## config.mk

```make
export PLATFORM = sky130hd
export DESIGN_NAME = sensor_alarm_fsm_n
export DESIGN_NICKNAME = d
export VERILOG_FILES = /design/src/rtl/sensor_alarm_fsm_n_pkg.sv /design/src/rtl/sensor_alarm_fsm_n_max_tree.sv /design/src/rtl/sensor_alarm_fsm_n.sv
export SDC_FILE = /design/constraint.sdc
export NUM_CORES = 1
export LEC_CHECK = 0
export BUFFER_PORTS_ARGS = -buffer_cell sky130_fd_sc_hd__buf_2
export CORE_MARGIN = 2
export CORE_UTILIZATION = 30
export CTS_BUF_LIST = sky130_fd_sc_hd__clkbuf_8 sky130_fd_sc_hd__clkbuf_16
export DETAILED_ROUTE_END_ITERATION = 7
export SYNTH_ARGS = -nofsm -noshare
export SYNTH_HDL_FRONTEND = slang
export SYNTH_SLANG_ARGS = --single-unit
```

## constraint.sdc

```tcl
create_clock -name CLK_G -period 3.7 [get_ports CLK_G]
set_clock_uncertainty 0.2 [all_clocks]
set_input_delay 0 -clock CLK_G [delete_from_list [all_inputs] [get_ports CLK_G]]
set_output_delay 0 -clock CLK_G [all_outputs]
set_load 0.1 [all_outputs]
```

## src/rtl/sensor_alarm_fsm_n_pkg.sv

```systemverilog
// Shared definitions for the multi-channel sensor alarm controller:
// state encodings, default filter constants and a saturating subtract.
package alarm_pkg;

    typedef enum logic [1:0] {
        ST_NORMAL = 2'b00,
        ST_ALERT  = 2'b01,
        ST_DANGER = 2'b10
    } alarm_state_t;

    typedef enum logic {
        DIR_RISE = 1'b0,
        DIR_FALL = 1'b1
    } cnt_dir_t;

    localparam int DEF_PERSIST = 3;
    localparam int DEF_HYST    = 1;

    function automatic logic [31:0] sat_sub(input logic [31:0] a, input logic [31:0] b);
        return (a > b) ? (a - b) : 32'd0;
    endfunction

endpackage

```

## src/rtl/sensor_alarm_fsm_n_max_tree.sv

```systemverilog
// Combinational maximum over NCH packed unsigned samples; on equal values
// the lowest channel index wins.
module max_tree_n #(
    parameter int NCH = 4,
    parameter int DW  = 4,
    parameter int IW  = 2
) (
    input  logic [NCH*DW-1:0] data,
    output logic [DW-1:0]     max_val,
    output logic [IW-1:0]     max_idx
);

    // Strict greater-than keeps the earlier channel on ties.
    always_comb begin
        max_val = data[DW-1:0];
        max_idx = '0;
        for (int k = 1; k < NCH; k++) begin
            if (data[k*DW +: DW] > max_val) begin
                max_val = data[k*DW +: DW];
                max_idx = IW'(k);
            end
        end
    end

endmodule

```

## src/rtl/sensor_alarm_fsm_n.sv

```systemverilog
// Multi-channel temperature/gas alarm: registers the hottest channel each
// sample, then runs a filtered NORMAL/ALERT/DANGER FSM with hysteresis and ack.
module sensor_alarm_fsm_n
    import alarm_pkg::*;
#(
    parameter int NCH     = 4,
    parameter int DW      = 4,
    parameter int PERSIST = DEF_PERSIST,
    parameter int HYST    = DEF_HYST,
    localparam int IW     = (NCH > 1) ? $clog2(NCH) : 1
) (
    input  logic              CLK_G,
    input  logic              reset_G,
    input  logic              smp_valid,
    input  logic [NCH*DW-1:0] smp_data,
    input  logic [DW-1:0]     thr_alert,
    input  logic [DW-1:0]     thr_danger,
    input  logic              ack,
    output logic [DW-1:0]     temp_max,
    output logic [IW-1:0]     ch_max_idx,
    output logic [1:0]        state,
    output logic              gas,
    output logic              alerta,
    output logic              peligro,
    output logic              fsm_clr
);

    localparam logic [7:0] PERSIST_C = 8'(PERSIST);

    logic [DW-1:0] max_val;
    logic [IW-1:0] max_idx;
    logic          valid1;

    logic [DW-1:0] ta, td, ta_lo, td_lo;

    alarm_state_t state_q, state_d, tgt_state;
    cnt_dir_t     dir_q, dir_d, want_dir;
    logic [7:0]   cnt_q, cnt_d, cnt_inc;
    logic         cond;

    max_tree_n #(
        .NCH (NCH),
        .DW  (DW),
        .IW  (IW)
    ) u_max (
        .data    (smp_data),
        .max_val (max_val),
        .max_idx (max_idx)
    );

    always_ff @(posedge CLK_G or negedge reset_G) begin
        if (!reset_G) begin
            temp_max   <= '0;
            ch_max_idx <= '0;
            valid1     <= 1'b0;
        end else begin
            valid1 <= smp_valid;
            if (smp_valid) begin
                temp_max   <= max_val;
                ch_max_idx <= max_idx;
            end
        end
    end

    // Danger threshold never sits below alert; falling levels saturate at 0.
    always_comb begin
        ta    = thr_alert;
        td    = (thr_danger > thr_alert) ? thr_danger : thr_alert;
        ta_lo = DW'(sat_sub(32'(ta), 32'(HYST)));
        td_lo = DW'(sat_sub(32'(td), 32'(HYST)));
    end

    // One persistence counter; a change of condition direction restarts it at 1.
    always_comb begin
        cond      = 1'b0;
        want_dir  = DIR_RISE;
        tgt_state = state_q;
        state_d   = state_q;
        cnt_d     = cnt_q;
        dir_d     = dir_q;

        case (state_q)
            ST_NORMAL: begin
                cond      = (temp_max >= ta);
                want_dir  = DIR_RISE;
                tgt_state = ST_ALERT;
            end
            ST_ALERT: begin
                if (temp_max >= td) begin
                    cond      = 1'b1;
                    want_dir  = DIR_RISE;
                    tgt_state = ST_DANGER;
                end else if (temp_max < ta_lo) begin
                    cond      = 1'b1;
                    want_dir  = DIR_FALL;
                    tgt_state = ST_NORMAL;
                end
            end
            default: ;
        endcase

        cnt_inc = (cnt_q != 8'd0 && dir_q == want_dir) ? cnt_q + 8'd1 : 8'd1;

        case (state_q)
            ST_NORMAL, ST_ALERT: begin
                if (valid1) begin
                    if (cond) begin
                        if (cnt_inc >= PERSIST_C) begin
                            state_d = tgt_state;
                            cnt_d   = 8'd0;
                        end else begin
                            cnt_d = cnt_inc;
                            dir_d = want_dir;
                        end
                    end else begin
                        cnt_d = 8'd0;
                    end
                end
            end
            ST_DANGER: begin
                cnt_d = 8'd0;
                if (ack && temp_max < td_lo) begin
                    state_d = ST_ALERT;
                end
            end
            default: begin
                state_d = ST_NORMAL;
                cnt_d   = 8'd0;
            end
        endcase
    end

    always_ff @(posedge CLK_G or negedge reset_G) begin
        if (!reset_G) begin
            state_q <= ST_NORMAL;
            cnt_q   <= 8'd0;
            dir_q   <= DIR_RISE;
            gas     <= 1'b0;
            alerta  <= 1'b0;
            peligro <= 1'b0;
            fsm_clr <= 1'b0;
        end else begin
            state_q <= state_d;
            cnt_q   <= cnt_d;
            dir_q   <= dir_d;
            gas     <= (state_d == ST_ALERT) || (state_d == ST_DANGER);
            alerta  <= (state_d == ST_ALERT);
            peligro <= (state_d == ST_DANGER);
            fsm_clr <= (state_q == ST_ALERT) && (state_d == ST_NORMAL);
        end
    end

    assign state = state_q;

endmodule

```

==> out/metrics.csv <==
metric;value;unit
status;finished, violations left;
failing checks;hold timing, setup timing;
Initial Utilization;30.6;%
CP bufs+invs;3;
post-DP HPWL;3870;µm
remaining antenna violation count;0;
number of flops mapped to enable cells by yosys;0;
number of antenna violations at the first check in global routing;0;
summed instance area of the synthesized netlist;2060;µm²
post-synthesis register bit count;22;
worst vdd rail ir drop;176;µV
total power divided by cell area;580;nW/µm²
ys async rst share;100;%
Post-Synthesis Mean Instance Area;8.46;µm²
iteration-0 DRC count of the detailed router;36;
highest-count cells in the layout ignoring fill and taps;buf_2 (37), ha_1 (31), buf_4 (28), dfrtp_1 (22), inv_1 (20);
cells along the critical path;buf_8, ha_4, nor2b_1, o21a_1, o21a_1, o21ai_4, mux2_4, ha_1, nor2b_1, o21ai_1, nand2b_1, a21oi_2, a41o_1, buf_6, buf_4, or2_2, nand2_1, ha_1, a21oi_2, a41o_1, nor2_1, a31oi_1, a21oi_1;
DIE AREA;7530;µm²
Slowest cell on crit path;mux2_4;
Hold/Removal Path Class;primary input to register;
CP top delay family;compound AO/OA/AOI/OAI gates;
most frequent standard cell in the layout excluding fill and tap cells;buf_2;
measured slew at the worst slew-check pin;493;ps
share of the core filled with cells;41.7;%
synthesis-to-layout area growth;36.3;%
remaining global-route overflow;0;
overall routing resource usage;13.5;%
vias in the first global route;1921;
Avg WL per Cell;12.0;µm
DRC violation count after routing;0;
accumulated negative setup slack;-50.7;ps
startpoint kind of the worst setup timing path;primary input;
global-route wire length before repair;8410;µm
Sinks on Clock Net;22;
worst skew pair latency;250;ps
cell leakage power;1.43;nW
Unique masters post-synth;43;
die width;86.8;µm
vias;1996;
number of instances in the synthesized netlist;243;
synthesized netlist net count;306;
kind of critical path;primary input to register;
Routability Congestion;0.828;
minimum setup slack in the final design;-21.8;ps
largest net degree at the start of global routing;23;
sequential fraction of the synthesis area;26.8;%
number of vias per cell;5.02;
I/O pin cnt;40;
peak per-stage delay on the critical path;330;ps
kind of end point of the critical path;register;
required arrival time at the worst endpoint;3630;ps
Most used DFF post-synth;dfrtp_1;
Clk Tree Root Cell;clkbuf_8;
final count of negative-setup-slack endpoints;4;
total iterations of the first detailed-routing run;4;
input/output buffers;39;
arrival time at the worst endpoint;3650;ps
Clock Path Buffers;2;
clock transition at the registers of the reported paths;70;ps
Fmax;269;MHz
Final Hold Fails;1;
Floorplan Core Area;6720;µm²
count of max-cap constraint violations;0;
placement row count;30;
Post-Place Worst Slack;-489;ps
TritonCTS clock tree;done;
ratio of final minimum period to clock period;101;%
Die Y;86.8;µm
Ys Warns;0;
shortest period the worst path allows;3720;ps
final-stage net count;383;
depth of the CTS H-tree;1;
CTS buffer count;3;
Inserted Diodes;0;
share of final-layout standard cells stronger than drive strength 1;29.9;%
critical-path maximum fanout;5;
smallest hold slack;-0.977;ps
tightest slew margin relative to the limit;66.3;%
Routed Wire Length;4780;µm
RSZ-0062 raised after global routing;yes;
Slew Limit Fails;0;
[kinds of logic (layout without fill, tap and decap cells)]
kind of cell	after synthesis	in the layout	share of synthesized area [%]
AO/OA/AOI/OAI	62	63	20.5
adder cells (fa/ha/maj)	35	35	21.3
buffers and inverters	23	97	4.20
flip-flops	22	22	26.8
multiplexers	9	9	4.63
AND/OR/NAND/NOR	92	92	22.6
[area by class of cell]
class	instances	area, µm²
multi-input combinational	199	1540
fill	668	3920
timing repair buffer	73	487
inverter	21	83.8
clock buffer	3	41.3
sequential	22	551
tap	80	100
[registers in the layout, indices dropped and copies added, names as in the netlist]
signal	cells
gas	1
state	2
alerta	1
peligro	1
cnt_q	8
fsm_clr	1
ch_max_idx	2
valid1	1
dir_q	1
temp_max	4
[layer usage]
metal	part of all wire [%]	GRT usage (%)
met5	0	0
met4	0.61	2.98
met3	4.1	2.10
met2	47	23.2
met1	48	17.8
[worst reg2reg max path: cells and delay by family, from the launching register on]
kind / cells / cell delay [ps]
DFF: 1 / 440
and+or+nand+nor: 1 / 270
adders and majority gates: 1 / 300
AOI/OAI and AO/OA: 6 / 1480
buffers and inverters: 1 / 130
[path summary, 6_finish.rpt]
check	from	end	slack [ps]	cells past startpoint
max	smp_data[5]	temp_max[3]	-20	23
min	smp_data[13]	temp_max[1]	-1	5
max reg2reg	temp_max[0]	gas	770	9
min reg2reg	cnt_q[6]	cnt_q[6]	320	1
max in group asynchronous	reset_G	ch_max_idx[0]	2950	2
min in group asynchronous	reset_G	fsm_clr	30	2
[through the flow]
stage	power [W]	std cells	cell area [µm²]
6_report	0.00162	398	2800
5_1_grt	0.00177	398	2800
4_1_cts	0.00161	394	2720
3_5_place_dp	0.00143	383	2550
3_3_place_gp	0.00141	383	2550
2_1_floorplan	0.00116	243	2100
[report_power, final]
group | internal [W] | switching, W | total (W)
clock network | 0.0000723 | 0.0000658 | 0.000138
registers | 0.000300 | 0.0000533 | 0.000354
logic | 0.000406 | 0.000727 | 0.00113
total | 0.000778 | 0.000846 | 0.00162
[synthesized netlist by cell type (all sizes together) (2+ instances only)]
cell type | instances | area, µm²
nand2b | 7 | 43.8
o21a | 4 | 30.0
o31a | 2 | 17.5
a21oi | 13 | 65.1
nand2 | 19 | 71.3
a41o | 2 | 20.0
clkbuf | 2 | 7.51
nand3b | 2 | 15.0
and2 | 8 | 50.1
ha | 35 | 438
nor2b | 6 | 37.5
nor3 | 13 | 65.1
a31oi | 6 | 37.5
mux2 | 4 | 45.0
o31ai | 4 | 35.0
a21o | 7 | 52.6
nor2 | 18 | 67.6
or2 | 4 | 25.0
mux2i | 5 | 50.1
nand4 | 3 | 18.8
o21ai | 13 | 65.1
dfrtp | 22 | 551
nor4 | 2 | 12.5
inv | 21 | 78.8
nand3 | 6 | 30.0
[timing repair]
item,CTS,global route
hold buffers,5,0
gates cloned,1,0
buffers inserted,2,4
endpoints found under the hold margin,29,0
pin swaps,15,20
setup endpoints to repair,6,6
gates resized for setup,10,14
(Power assumes the default switching activity.)
